**config.mk**
```make
export PLATFORM = sky130hd
export DESIGN_NAME = dmem_sync_param
export DESIGN_NICKNAME = d
export VERILOG_FILES = /design/src/rtl/dmem_pkg.sv /design/src/rtl/dmem_array.sv /design/src/rtl/dmem_sync_param.sv
export SDC_FILE = /design/constraint.sdc
export NUM_CORES = 1
export LEC_CHECK = 0
export CORE_UTILIZATION = 39
export DETAILED_ROUTE_END_ITERATION = 6
export DONT_BUFFER_PORTS = 1
export RECOVER_POWER = 100
export SLEW_MARGIN = 20
export SYNTH_ARGS = -nofsm -noshare
export SYNTH_HDL_FRONTEND = slang
export SYNTH_SLANG_ARGS = --single-unit
```
**constraint.sdc**
```tcl
create_clock -name clk -period 3.5 [get_ports clk]
set_input_delay 0.7 -clock clk [delete_from_list [all_inputs] [get_ports clk]]
set_output_delay 0.7 -clock clk [all_outputs]
set_load 0.05 [all_outputs]
```
**src/rtl/dmem_pkg.sv**
```systemverilog
// Shared defaults and FSM state type for the parametrised data memory.
// Imported by dmem_array and dmem_sync_param.
package dmem_pkg;

    localparam int DMEM_DATA_W_DEF = 10;
    localparam int DMEM_DEPTH_DEF  = 16;

    typedef enum logic {
        S_CLEAR,
        S_RUN
    } dmem_state_t;

endpackage

```
**src/rtl/dmem_array.sv**
```systemverilog
// Storage for the data memory: one synchronous write port, one async read port.
// Ports: clk, we/waddr/wdata (write), raddr/rdata (read, 0 when raddr >= DEPTH).
module dmem_array
    import dmem_pkg::*;
#(
    parameter  int WORD_W = DMEM_DATA_W_DEF,
    parameter  int DEPTH  = DMEM_DEPTH_DEF,
    localparam int ADDR_W = $clog2(DEPTH)
) (
    input  logic              clk,
    input  logic              we,
    input  logic [ADDR_W-1:0] waddr,
    input  logic [WORD_W-1:0] wdata,
    input  logic [ADDR_W-1:0] raddr,
    output logic [WORD_W-1:0] rdata
);

    logic [WORD_W-1:0] mem_q [DEPTH];
    logic              raddr_ok;

    assign raddr_ok = ({1'b0, raddr} < (ADDR_W + 1)'(DEPTH));
    assign rdata    = raddr_ok ? mem_q[raddr] : '0;

    always_ff @(posedge clk) begin
        if (we) begin
            mem_q[waddr] <= wdata;
        end
    end

endmodule

```
**src/rtl/dmem_sync_param.sv**
```systemverilog
// MEM-stage data memory: post-reset clear sequencer, registered write-first reads,
// out-of-range flagging. Optional even parity per word under DMEM_PARITY_EN.
// Ports: clk, rst (sync, active high), write_en, mem_read, address, write_data,
//        [parity_inject], read_data, read_valid, ready, addr_err, parity_err.
module dmem_sync_param
    import dmem_pkg::*;
#(
    parameter  int                DATA_W   = DMEM_DATA_W_DEF,
    parameter  int                DEPTH    = DMEM_DEPTH_DEF,
    parameter  logic [DATA_W-1:0] INIT_VAL = '0,
    localparam int                ADDR_W   = $clog2(DEPTH)
) (
    input  logic              clk,
    input  logic              rst,
    input  logic              write_en,
    input  logic              mem_read,
    input  logic [ADDR_W-1:0] address,
    input  logic [DATA_W-1:0] write_data,
`ifdef DMEM_PARITY_EN
    input  logic              parity_inject,
`endif
    output logic [DATA_W-1:0] read_data,
    output logic              read_valid,
    output logic              ready,
    output logic              addr_err,
    output logic              parity_err
);

`ifdef DMEM_PARITY_EN
    localparam int WORD_W = DATA_W + 1;
`else
    localparam int WORD_W = DATA_W;
`endif

    dmem_state_t       state_q, state_d;
    logic [ADDR_W-1:0] cnt_q, cnt_d;
    logic [DATA_W-1:0] read_data_q, read_data_d;
    logic              read_valid_q, read_valid_d;
    logic              addr_err_q, addr_err_d;
    logic              parity_err_q, parity_err_d;

    logic              addr_ok, rd_req, wr_req, wr_ok;
    logic              arr_we;
    logic [ADDR_W-1:0] arr_waddr;
    logic [WORD_W-1:0] arr_wdata, arr_rdata;
    logic [WORD_W-1:0] wr_word, init_word;
    logic [DATA_W-1:0] rd_data;
    logic              rd_par_bad;

    assign ready   = (state_q == S_RUN);
    assign addr_ok = ({1'b0, address} < (ADDR_W + 1)'(DEPTH));
    assign rd_req  = ready & mem_read;
    assign wr_req  = ready & write_en;
    assign wr_ok   = wr_req & addr_ok;

`ifdef DMEM_PARITY_EN
    // Stored word is {parity, data}; its XOR is 0 when intact.
    assign wr_word    = {(^write_data) ^ parity_inject, write_data};
    assign init_word  = {^INIT_VAL, INIT_VAL};
    assign rd_data    = arr_rdata[DATA_W-1:0];
    assign rd_par_bad = ^arr_rdata;
`else
    assign wr_word    = write_data;
    assign init_word  = INIT_VAL;
    assign rd_data    = arr_rdata;
    assign rd_par_bad = 1'b0;
`endif

    // FSM and array write-port steering
    always_comb begin
        state_d   = state_q;
        cnt_d     = cnt_q;
        arr_we    = 1'b0;
        arr_waddr = address;
        arr_wdata = wr_word;
        unique case (state_q)
            S_CLEAR: begin
                arr_we    = 1'b1;
                arr_waddr = cnt_q;
                arr_wdata = init_word;
                cnt_d     = cnt_q + 1'b1;
                if (cnt_q == ADDR_W'(DEPTH - 1)) begin
                    state_d = S_RUN;
                    cnt_d   = '0;
                end
            end
            S_RUN: begin
                arr_we = wr_ok;
            end
        endcase
    end

    // Output registers. A single address port means a same-cycle
    // read and write always hit the same word, so bypass on wr_ok.
    always_comb begin
        read_data_d  = read_data_q;
        read_valid_d = rd_req;
        addr_err_d   = (rd_req | wr_req) & ~addr_ok;
        parity_err_d = 1'b0;
        if (rd_req) begin
            if (!addr_ok) begin
                read_data_d = '0;
            end else if (wr_ok) begin
                read_data_d = write_data;
            end else begin
                read_data_d  = rd_data;
                parity_err_d = rd_par_bad;
            end
        end
    end

    always_ff @(posedge clk) begin
        if (rst) begin
            state_q      <= S_CLEAR;
            cnt_q        <= '0;
            read_data_q  <= '0;
            read_valid_q <= 1'b0;
            addr_err_q   <= 1'b0;
            parity_err_q <= 1'b0;
        end else begin
            state_q      <= state_d;
            cnt_q        <= cnt_d;
            read_data_q  <= read_data_d;
            read_valid_q <= read_valid_d;
            addr_err_q   <= addr_err_d;
            parity_err_q <= parity_err_d;
        end
    end

    assign read_data  = read_data_q;
    assign read_valid = read_valid_q;
    assign addr_err   = addr_err_q;
    assign parity_err = parity_err_q;

    dmem_array #(
        .WORD_W (WORD_W),
        .DEPTH  (DEPTH)
    ) u_array (
        .clk   (clk),
        .we    (arr_we),
        .waddr (arr_waddr),
        .wdata (arr_wdata),
        .raddr (address),
        .rdata (arr_rdata)
    );

endmodule

```
Word level (Yosys, flattened, before mapping)
Memory sizes are Yosys's and may differ from the RTL's. A register that Yosys moved wholly into a read port is not among the register bits.
Cells that the tools add are included.
{"block": "word_totals", "ram_bits": 160, "regBits": 6, "wordCells": 17, "out_inout_bits": 14, "n_memories": 1, "inputBits": 18}
{"block": "op_classes", "eq_ne": 1, "bitwise": 3, "add_sub_neg": 1, "muxes": 8}
{"name": "u_array.mem_q", "words": 16, "width": 10, "read_ports": 1, "rd_ports_with_merged_regs": 1, "write_ports": 1, "line": "dmem_array.sv:18", "text": "logic [WORD_W-1:0] mem_q [DEPTH];"}
{"cell": "10-bit 2-to-1 mux", "count": 1}
{"cell": "4-bit 2-to-1 mux", "count": 2}
{"cell": "4-bit by 1-bit adder with 4-bit output, second input constant", "count": 1}
{"cell": "4-bit equality test, second input constant", "count": 1}
{"cell": "1-bit 2-to-1 mux", "count": 4}
{"cell": "1-bit bitwise AND", "count": 2}
{"cell": "1-bit case mux with 2 select lines", "count": 1}
{"cell": "1-bit inverter", "count": 1}

Logic depth before layout (Yosys ltp)
Gate-level depths: netlist of run 1.
{"block": "logic_depth", "word_depth": 4, "depth_mapped": 7, "ltp_nobuf": 4}

Hierarchy
Synthesis of run 1 repeated with hierarchy kept, for this count alone.
{"block": "hier_totals", "hier_cells": 365, "hier_area_um2": 7036.7}
{"mod": "dmem_array", "cells_each": 269, "area_each_um2": 6153.4, "n_inst": 1, "seq_area_each_um2": 4804.6}
{"mod": "dmem_sync_param", "cells_each": 96, "area_each_um2": 883.3, "n_inst": 1, "seq_area_each_um2": 320.3}

Worst setup path before layout of run 1
No wires, ideal clock.
{"block": "synth_path", "path_kind": "reg-to-reg", "startpoint": "register state_q (netlist: ready)", "endpoint": "memory u_array.mem_q[13][0] (netlist bit) (enable)", "path_slack_ns": 1.098, "required_ns": 3.124, "path_buffers": 2, "arrival_ns": 2.026, "path_stages_with_launch": 5, "path_cell_list": "dfxtp_1 > clkbuf_1 > clkbuf_1 > a41oi_1 > nor2_1"}
{"block": "synth_via", "elab_chain_cells": 4, "word_cells_on_any_way": 6, "cone_classes": "mux (4); bitwise (2)"}
{"item": "start, declared", "line": "dmem_sync_param.sv:35", "text": "dmem_state_t state_q, state_d;"}
{"item": "start signal, assigned", "line": "dmem_sync_param.sv:121", "text": "state_q <= state_d;"}
{"item": "1-bit bitwise AND or 1-bit inverter (tied branches)"}
{"item": "1-bit case mux with 2 select lines", "line": "dmem_sync_param.sv:76", "text": "unique case (state_q)"}
{"item": "1-bit 2-to-1 mux", "line": "dmem_array.sv:25", "text": "if (we) begin"}
{"item": "1-bit 2-to-1 mux (not written as such)", "line": "dmem_array.sv:26", "text": "mem_q[waddr] <= wdata;"}
{"item": "end, declared", "line": "dmem_array.sv:18"}
Several ways; a longest one is shown, not always the timed one.

Worst setup path in the final report of run 1
{"block": "layout_path", "startpoint": "register state_q (netlist: ready)", "endpoint": "memory u_array.mem_q[15][8] (netlist bit) (enable)"}
Same word-level chain as after synthesis.

==> results of run 1 <==
cells in the mapped netlist:
cell	instances
sky130_fd_sc_hd__buf_2	5
sky130_fd_sc_hd__dfxtp_1	16
sky130_fd_sc_hd__nand3_1	2
sky130_fd_sc_hd__nor4bb_1	1
sky130_fd_sc_hd__buf_4	3
sky130_fd_sc_hd__o221ai_1	1
sky130_fd_sc_hd__nor2_1	45
sky130_fd_sc_hd__a41oi_1	1
sky130_fd_sc_hd__edfxtp_1	160
sky130_fd_sc_hd__and2_1	10
sky130_fd_sc_hd__nor3b_1	2
sky130_fd_sc_hd__a31oi_1	5
sky130_fd_sc_hd__nor3_1	11
sky130_fd_sc_hd__xnor2_1	1
sky130_fd_sc_hd__nand2b_1	2
sky130_fd_sc_hd__mux2i_1	6
sky130_fd_sc_hd__o21ai_0	1
sky130_fd_sc_hd__mux4_2	36
sky130_fd_sc_hd__mux4_1	2
sky130_fd_sc_hd__nand4b_1	1
sky130_fd_sc_hd__inv_1	2
sky130_fd_sc_hd__clkbuf_1	14
sky130_fd_sc_hd__a311oi_1	1
sky130_fd_sc_hd__nand2_1	31
sky130_fd_sc_hd__ha_1	1
sky130_fd_sc_hd__conb_1	1
sky130_fd_sc_hd__nand2_2	1
sky130_fd_sc_hd__a21oi_1	23
sky130_fd_sc_hd__buf_6	5
sky130_fd_sc_hd__a32oi_1	3
sky130_fd_sc_hd__or3_1	10
sky130_fd_sc_hd__buf_12	1
sky130_fd_sc_hd__nand4_1	9
sky130_fd_sc_hd__nor2b_1	3
worst paths after layout:
check        depth (start not counted)             startpoint                             end
max                                  4       ready$_SDFF_PP0_  u_array.mem_q[15][8]$_DFFE_PP_
max reg2reg                          4       ready$_SDFF_PP0_  u_array.mem_q[15][8]$_DFFE_PP_
min reg2reg                          2  cnt_q[3]$_SDFFE_PP0N_           cnt_q[3]$_SDFFE_PP0N_
min                                  1                    rst           cnt_q[3]$_SDFFE_PP0N_
registers in the layout, indices dropped and copies added (netlist names):
signal,flops
u_array.mem_q,160
ready,1
cnt_q,4
read_data,10
read_valid,1
cell type report:
type,count,area share
clock inverter,14,0.0202
clock buffer,17,0.0545
timing repair buffer,13,0.00721
tap,225,0.0360
sequential,176,0.656
inverter,2,0.000961
multi-input combinational,211,0.225
worst max-delay path, delay by kind of cell (launching register included):
kind,cells,cell delay (ns)
AOI/OAI and AO/OA,1,0.22
and+or+nand+nor,1,0.14
DFF,1,1.18
buffers and inverters,2,1.00
cells in the final DEF, fill, tap and decap left out, drive strengths merged, types with 2 or more instances in the layout:
cell,netlist,final
edfxtp,160,160
nor2,45,45
mux4,38,38
nand2,32,32
clkbuf,14,28
a21oi,23,23
dfxtp,16,16
nor3,11,11
or3,10,10
and2,10,10
nand4,9,9
inv,2,7
mux2i,6,6
a31oi,5,5
clkinv,0,4
nor2b,3,3
a32oi,3,3
clkinvlp,0,3
nor3b,2,2
nand2b,2,2
nand3,2,2
conb,1,2
bufinv,0,2
buf,14,2
stage by stage:
| step | instances | setup WS [ns] | total power [mW] | instance area, um2 | hold WS [ns] |
|---|---|---|---|---|---|
| finish | 658 | 0.561 | 4.34 | 7810 | 0.345 |
| global route | 658 | 0.461 | 4.46 | 7810 | 0.325 |
| CTS | 658 | 1.05 | 4.36 | 7860 | 0.327 |
| detailed placement | 627 | 1.00 | 2.52 | 7270 | 0.567 |
| global placement | 627 | 1.08 | 2.52 | 7270 | 0.545 |
| floorplan | 417 | 1.10 | 2.51 | 7070 | 0.518 |
routing by layer:
metal  up-vias  routed length, um  global-route usage
met2       153               7310               0.279
met4         0                417              0.0704
met5         -                  0                   0
met1      1895               6470               0.226
li1       1625                  -                   -
met3        30               1140              0.0574
power by group:
part	internal [mW]	leakage, nW	total (mW)	switching [mW]
clock network	1.06	0.277	1.87	0.809
registers	2.31	1.70	2.33	0.0157
logic	0.0691	0.612	0.146	0.0769
total	3.44	2.59	4.34	0.902
cells by family (layout without fill, tap and decap cells):
logic type                 after synthesis  count (layout)  synth area share
AOI/OAI and AO/OA                       35              35            0.0289
xor gates and xnor gates                 1               1           0.00124
adders and majority gates                1               1           0.00177
buffers and inverters                   30              46            0.0260
DFF                                    176             176             0.725
muxes                                   44              44             0.131
other                                    1               2          0.000531
and+or+nand+nor                        128             128            0.0854
==> impl_metrics.csv, run 1 <==
group,metric,value,unit
outcome,status,"completed",
global_routing,grt_pass1_wl,22900,um
yosys,ys.warnings.count,0,
detailed_routing,detail_route.iter0.violations,270,
cts,cts_max_path_buffers,2,
timing,fin_tns_setup,0,ns
yosys,synth.top_cell.area_share,0.680,
cts,clock_sink_count,176,
global_routing,grt_overflow,0,
final_layout,area_of_the_multi_input_gates,1760,um2
detailed_routing,detailedRoute.firstPassIterationCount,5,
setup_path,timing.critical_path.to_type,"flop",
cts,cts.htree.levels,4,
yosys,synth_top_cells_by_area,"sky130_fd_sc_hd__edfxtp_1 68%, sky130_fd_sc_hd__mux4_2 11%, sky130_fd_sc_hd__dfxtp_1 4.5%",
yosys,ys_seq_elements,176,
power,cellPowerDensity,556,nW/um2
timing,timing.clock.skew,0.00803,ns
final_layout,num-fill-cells,1492,
setup_path,largest_stage_delay_on_the_critical_path,1.18,ns
min_path,holdCritPathClass,"in -> reg",
cts,clock_latency,0.43,ns
floorplanning,design.die.area,18700,um2
setup_path,critPathRequiredTime,3.55,ns
global_routing,first_global_vias,3690,
final_layout,insertedDiodeCount,0,
floorplanning,initial_utilization,0.404,
detailed_routing,post_drt_via_cell_ratio,5.63,
setup_path,crit_path_start_kind,"flop",
timing,min_period,2.94,ns
cts,post-cts-setup-buffer-count,0,
place,post-dp-hpwl,9650,um
place,place_congestion,0.812,
timing,finalSetupViolations,0,
cts,tritoncts,"yes",
setup_path,crit_path_cell_trace,"buf_4, a41oi_1, nor2_1, clkbuf_1",
yosys,synth.avg_cell_area,17.0,um2
cts,post_cts_resized,0,
setup_path,critical_path_arrival,2.99,ns
final_layout,finish.utilization,0.447,
cts,root_buffer,"sky130_fd_sc_hd__clkbuf_16",
setup_path,slowest_cell_on_the_critical_path,"sky130_fd_sc_hd__dfxtp_1",
final_layout,syn2layout_area_growth,10.6,%
global_routing,maximum_number_of_pins_on_one_net_before_global_route_repair,46,
timing,report.final.slew_viol_count,0,
floorplanning,chipWidth,137,um
timing,worst_slew_pin_slew,1.29,ns
final_layout,layout-drive-gt1-share,0.162,
timing,hold_viol,0,
cts,cts.hold.buffers_added,0,
detailed_routing,detail-route-antenna-nets,0,
setup_path,internal_reg_to_reg_setup_slack,0.56,ns
power,ir_drop,0.257,mV
power,power_leakage,2.59,nW
yosys,netlist-cell-type-count,34,
floorplanning,chipHeight,137,um
yosys,synth_seq_area_share,0.725,
place,portBuffers,0,
detailed_routing,remaining_drc_errors,0,
floorplanning,rows,48,
timing,grt_setup_unrepaired,"false",
yosys,post-synth-top-area-cell,"sky130_fd_sc_hd__edfxtp_1",
global_routing,antenna_found_initial,0,
final_layout,final_stage_net_count,440,
cts,register_clock_pin_slew_on_the_reported_worst_setup_and_hold_paths,0.07,ns
setup_path,crit_type,"reg -> reg",
cts,cts_buffers,17,
global_routing,grt.total_usage,0.177,
yosys,post_synthesis_cell_area,7060,um2
floorplanning,core_area,17500,um2
setup_path,path_max_fanout,25,
final_layout,regArea,5120,um2
yosys,netlist_instances,416,
timing,final_min_period_over_clock_period,0.840,
timing,max_freq,340,MHz
timing,max-slew-margin-rel,0.141,
detailed_routing,num_vias,3703,
run,max_cap_violations,0,
detailed_routing,wire_per_inst,23.3,um
floorplanning,io_pins,32,
detailed_routing,route.final.wire_length,15300,um
(Power assumes the default switching activity.)
==> inputs of run 2 (changes only) <==
==> constraint.sdc (replaced) <==
create_clock -name clk -period 2.9 [get_ports clk]
set_input_delay 0.58 -clock clk [delete_from_list [all_inputs] [get_ports clk]]
set_output_delay 0.58 -clock clk [all_outputs]
set_load 0.05 [all_outputs]
==> run 2 against run 1 <==
Net effect:
- the run now ends with design-rule violations left
- total power up 22%
- sequential power up 21%
- final area up 0.48%
- via count down 0.32%
- worst hold slack worse by 0.13 ns
- critical endpoint is now u_array.mem_q[13][0]$_DFFE_PP_
==> impl_metrics.csv, run 2 (synthesized netlist as in run 1, its figures left out) <==
group,metric,value,unit
setup_path,crit_type,"reg -> reg",
cts,post-cts-setup-buffer-count,0,
power,cellPowerDensity,674,nW/um2
timing,min_period,2.37,ns
final_layout,largest_register_ff_count,160,
cts,clock_sink_count,176,
floorplanning,initial_utilization,0.404,
global_routing,grt_pass1_wl,23900,um
min_path,min_delay_path_depth,1,
setup_path,timing.critical_path.to_type,"flop",
floorplanning,design.die.area,18700,um2
final_layout,regArea,5120,um2
timing,max_freq,421,MHz
place,dpl_worst_slack,0.621,ns
final_layout,area_of_the_multi_input_gates,1760,um2
cts,tritoncts,"yes",
cts,post_cts_resized,0,
outcome,violations,"design-rule violations",
timing,grt_setup_unrepaired,"false",
detailed_routing,wire_per_inst,24.3,um
final_layout,largest-register,"u_array.mem_q",
global_routing,maximum_number_of_pins_on_one_net_before_global_route_repair,46,
timing,worst_slew_pin_slew,1.10,ns
final_layout,leading_cell_types_in_the_layout_fill_and_taps_excluded,"160 x sky130_fd_sc_hd__edfxtp_1, 45 x sky130_fd_sc_hd__nor2_1, 36 x sky130_fd_sc_hd__mux4_2",
timing,worst_slack,0.527,ns
min_path,holdCritPathClass,"in -> reg",
global_routing,grt_overflow,0,
final_layout,layout-drive-gt1-share,0.167,
cts,cts.hold.buffers_added,0,
place,place_congestion,0.799,
min_path,min_delay_worst_endpoint,"cnt_q[1]$_SDFFE_PP0N_",
floorplanning,io_pins,32,
min_path,worst_hold_startpoint,"rst",
cts,register_clock_pin_slew_on_the_reported_worst_setup_and_hold_paths,0.06,ns
timing,fin_tns_setup,0,ns
detailed_routing,num_vias,3691,
run,max_cap_violations,0,
setup_path,path_max_fanout,27,
setup_path,internal_reg_to_reg_setup_slack,0.53,ns
setup_path,r2r.worst_path.cells,3,
place,portBuffers,0,
detailed_routing,route.final.wire_length,16100,um
global_routing,grt.total_usage,0.188,
floorplanning,rows,48,
cts,cts_buffers,17,
setup_path,crit_path_cell_trace,"a41oi_1, nor2_1, clkbuf_1",
detailed_routing,post_drt_via_cell_ratio,5.58,
final_layout,insertedDiodeCount,0,
timing,worst_hold_slack,0.217,ns
setup_path,largest_stage_delay_on_the_critical_path,0.80,ns
power,power_leakage,2.61,nW
setup_path,critical_path_arrival,2.43,ns
setup_path,slowest_cell_on_the_critical_path,"sky130_fd_sc_hd__dfxtp_1",
timing,final_min_period_over_clock_period,0.818,
final_layout,finish.utilization,0.449,
timing,finalSetupViolations,0,
setup_path,crit_path_start_kind,"flop",
floorplanning,chipWidth,137,um
cts,cts.htree.levels,4,
global_routing,first_global_vias,3790,
final_layout,finish.instance_area,7850,um2
setup_path,worst_r2r_startpoint,"ready$_SDFF_PP0_",
outcome,status,"finished with violations",
detailed_routing,detail_route.iter0.violations,365,
power,ir_drop,0.390,mV
detailed_routing,detailedRoute.firstPassIterationCount,7,
setup_path,critPathRequiredTime,2.96,ns
detailed_routing,remaining_drc_errors,2,
cts,clock_latency,0.43,ns
floorplanning,chipHeight,137,um
place,post-dp-hpwl,10300,um
timing,report.final.slew_viol_count,0,
timing,hold_viol,0,
cts,root_buffer,"sky130_fd_sc_hd__clkbuf_16",
final_layout,num-fill-cells,1495,
detailed_routing,detail-route-antenna-nets,0,
final_layout,leading_cell_type_in_the_layout_fill_and_taps_excluded,"sky130_fd_sc_hd__edfxtp_1",
place,place_area,7290,um2
final_layout,syn2layout_area_growth,11.1,%
cts,cts_max_path_buffers,2,
global_routing,antenna_found_initial,1,
timing,max-slew-margin-rel,0.268,
final_layout,final_stage_net_count,443,
setup_path,crit-reg2reg-capture,"u_array.mem_q[13][0]$_DFFE_PP_",
timing,timing.clock.skew,0.0112,ns
floorplanning,core_area,17500,um2
## run 2: changes by cell type in the layout (fill, tap and decap cells not counted)
cell,change
sky130_fd_sc_hd__and2_0,-3
sky130_fd_sc_hd__and2_1,+3
sky130_fd_sc_hd__buf_4,+4
sky130_fd_sc_hd__bufinv_16,+1
sky130_fd_sc_hd__clkbuf_1,+1
sky130_fd_sc_hd__clkinv_2,+2
sky130_fd_sc_hd__clkinv_4,-2
sky130_fd_sc_hd__clkinvlp_4,+1
sky130_fd_sc_hd__inv_6,-3
## run 2: cell type report
type	count	share of cell area
Sequential cell	176	0.653
Clock inverter	13	0.0206
Clock buffer	19	0.0551
Tap cell	225	0.0359
Inverter	2	0.000956
Timing Repair Buffer	16	0.0105
Multi-Input combinational cell	211	0.224
## run 2: critical path, delay by kind of cell (launching register included)
kind	cells	cell delay [ns]
and+or+nand+nor	1	0.19
buffers and inverters	1	0.58
AOI/OAI and AO/OA	1	0.41
DFF	1	0.80
## run 2: worst max-delay path by stage
stage / start / depth (start not counted) / to / slack [ns]
6_report: ready$_SDFF_PP0_ / 3 / u_array.mem_q[13][0]$_DFFE_PP_ / 0.53
5_1_grt: ready$_SDFF_PP0_ / 3 / u_array.mem_q[0][7]$_DFFE_PP_ / 0.29
4_1_cts: ready$_SDFF_PP0_ / 3 / u_array.mem_q[0][7]$_DFFE_PP_ / 0.80
3_5_place_dp: address[0] / 3 / u_array.mem_q[0][1]$_DFFE_PP_ / 0.62
3_3_place_gp: address[0] / 3 / u_array.mem_q[0][3]$_DFFE_PP_ / 0.60
2_1_floorplan: ready$_SDFF_PP0_ / 4 / u_array.mem_q[13][0]$_DFFE_PP_ / 0.50
## run 2: through the flow
step	power, mW	instances
2_1_floorplan	3.03	417
4_1_cts	5.32	662
3_3_place_gp	3.04	630
6_report	5.29	662
3_5_place_dp	3.05	630
5_1_grt	5.44	662
## run 2: per-layer routing
metal,vias to the layer above,wire length [um],global-route usage
li1,1638,-,-
met1,1886,6770,0.255
met2,140,7310,0.274
met3,27,1440,0.0537
met4,0,575,0.0994
met5,-,0,0
## run 2: where the power goes
group	switching, mW	total [mW]	internal [mW]	leakage (nW)
Clock	0.946	2.30	1.36	0.280
Sequential	0.0179	2.81	2.79	1.70
Combinational	0.0954	0.181	0.0854	0.634
Total	1.06	5.29	4.23	2.61
==> inputs of run 3 (changes only) <==
==> constraint.sdc (replaced) <==
create_clock -name clk -period 2.2 [get_ports clk]
set_input_delay 0.44 -clock clk [delete_from_list [all_inputs] [get_ports clk]]
set_output_delay 0.44 -clock clk [all_outputs]
set_load 0.05 [all_outputs]
==> run 3 against run 2 <==
Net effect:
- sequential share of layout area is 1.0 points lower
- critical path depth stayed put
- largest power group unchanged
- the flow now finishes without violations
- wire length is 2.4% lower
==> impl_metrics.csv, run 3 (synthesized netlist as in run 1, its figures left out) <==
group,metric,value,unit
timing,finalSetupViolations,0,
min_path,holdCritPathClass,"in -> reg",
setup_path,critical_path_arrival,2.08,ns
global_routing,first_global_vias,3825,
run,max_cap_violations,0,
setup_path,r2r.worst_path.cells,3,
setup_path,crit-reg2reg-capture,"u_array.mem_q[2][8]$_DFFE_PP_",
cts,cts.htree.levels,4,
timing,hold_viol,0,
setup_path,crit_type,"reg -> reg",
cts,clock_latency,0.42,ns
timing,final_min_period_over_clock_period,0.923,
floorplanning,rows,48,
global_routing,antenna_found_initial,0,
cts,root_buffer,"sky130_fd_sc_hd__clkbuf_16",
power,fin_total_pwr,6.96,mW
final_layout,leading_cell_type_in_the_layout_fill_and_taps_excluded,"sky130_fd_sc_hd__edfxtp_1",
timing,grt_setup_unrepaired,"false",
setup_path,path_max_fanout,17,
final_layout,leading_cell_types_in_the_layout_fill_and_taps_excluded,"160 x sky130_fd_sc_hd__edfxtp_1, 36 x sky130_fd_sc_hd__mux4_2, 32 x sky130_fd_sc_hd__nand2_1",
final_layout,insertedDiodeCount,0,
detailed_routing,wire_per_inst,23.4,um
timing,fin_tns_setup,0,ns
cts,clock_sink_count,176,
setup_path,critical_path.startpoint,"ready$_SDFF_PP0_",
timing,worst_slew_pin_slew,0.812,ns
power,power_leakage,2.67,nW
detailed_routing,detail_route.iter0.violations,347,
cts,cts.hold.buffers_added,0,
place,post-dp-hpwl,10100,um
power,cellPowerDensity,872,nW/um2
detailed_routing,remaining_drc_errors,0,
floorplanning,io_pins,32,
floorplanning,chipWidth,137,um
outcome,status,"completed",
cts,register_clock_pin_slew_on_the_reported_worst_setup_and_hold_paths,0.07,ns
cts,cts_max_path_buffers,2,
final_layout,final_stage_net_count,452,
timing,min_period,2.03,ns
final_layout,largest_register_ff_count,160,
timing,max_freq,493,MHz
global_routing,grt_overflow,0,
setup_path,crit_path_start_kind,"flop",
place,portBuffers,0,
cts,post_cts_resized,0,
final_layout,largest-register,"u_array.mem_q",
min_path,worst_hold_startpoint,"rst",
timing,timing.clock.skew,0.00679,ns
global_routing,maximum_number_of_pins_on_one_net_before_global_route_repair,46,
detailed_routing,detail-route-antenna-nets,0,
cts,cts_buffers,17,
floorplanning,initial_utilization,0.404,
min_path,min_delay_path_depth,1,
timing,report.final.slew_viol_count,0,
setup_path,timing.critical_path.to_type,"flop",
final_layout,syn2layout_area_growth,12.9,%
setup_path,worst_r2r_startpoint,"ready$_SDFF_PP0_",
setup_path,internal_reg_to_reg_setup_slack,0.17,ns
detailed_routing,detailedRoute.firstPassIterationCount,4,
global_routing,grt.total_usage,0.185,
cts,tritoncts,"yes",
floorplanning,core_area,17500,um2
power,ir_drop,0.526,mV
cts,post-cts-setup-buffer-count,0,
floorplanning,design.die.area,18700,um2
detailed_routing,num_vias,3809,
setup_path,critPathRequiredTime,2.25,ns
min_path,min_delay_worst_endpoint,"ready$_SDFF_PP0_",
global_routing,grt_pass1_wl,23800,um
floorplanning,chipHeight,137,um
timing,max-slew-margin-rel,0.459,
detailed_routing,route.final.wire_length,15700,um
detailed_routing,post_drt_via_cell_ratio,5.68,
place,place_congestion,0.863,
final_layout,layout-drive-gt1-share,0.220,
[run 3: changes by cell type in the layout (fill, tap and decap cells not counted), sizes merged]
cell      change
clkinvlp      -3
clkinv        +7
buf           +1
clkbuf        +6
inv           -2
[run 3: area by class of cell]
class | count | area, um2
Fill cell | 1488 | 9500
Sequential cell | 176 | 5130
Clock inverter | 15 | 170
Clock buffer | 17 | 425
Tap cell | 225 | 282
Inverter | 2 | 7.51
Multi-Input combinational cell | 211 | 1800
Timing Repair Buffer | 25 | 166
[run 3: where the power goes]
part	switching, mW	total (mW)	leakage [nW]	internal (mW)
logic	0.132	0.247	0.675	0.116
registers	0.0227	3.70	1.70	3.67
clock network	1.23	3.01	0.294	1.78
[run 3: how the worst max path moves through the flow]
stage / end / slack [ns] / cells past startpoint
after detailed placement: u_array.mem_q[2][8]$_DFFE_PP_ / 0.15 / 3
final: u_array.mem_q[2][8]$_DFFE_PP_ / 0.17 / 3
after CTS: u_array.mem_q[2][9]$_DFFE_PP_ / 0.14 / 3
after global placement: u_array.mem_q[2][8]$_DFFE_PP_ / 0.24 / 3
after global routing: u_array.mem_q[1][2]$_DFFE_PP_ / 0.05 / 5
after floorplan: u_array.mem_q[14][0]$_DFFE_PP_ / 0.06 / 4
[run 3: layer usage]
metal,vias up,part of all wire,track usage
li1,1654,-,-
met1,1981,0.41,0.239
met2,153,0.47,0.285
met3,21,0.095,0.0744
met4,0,0.018,0.0556
met5,-,0,0
[run 3: worst max-delay path, cell delays in order (launching register included)]
cell,delay (ns)
sky130_fd_sc_hd__dfxtp_2,0.46
sky130_fd_sc_hd__buf_4,0.25
sky130_fd_sc_hd__a32oi_1,0.24
sky130_fd_sc_hd__nor2_2,0.69
[run 3: stage by stage]
stage | cell area (um2) | cells | utilization | hold WS (ns) | setup slack [ns]
6_report | 7970 | 671 | 0.456 | 0.0733 | 0.170
3_5_place_dp | 7450 | 639 | 0.426 | 0.513 | 0.154
4_1_cts | 8050 | 671 | 0.460 | 0.0618 | 0.142
3_3_place_gp | 7450 | 639 | 0.426 | 0.510 | 0.239
5_1_grt | 7970 | 671 | 0.456 | 0.0634 | 0.0454
2_1_floorplan | 7110 | 417 | - | 0.518 | 0.0578
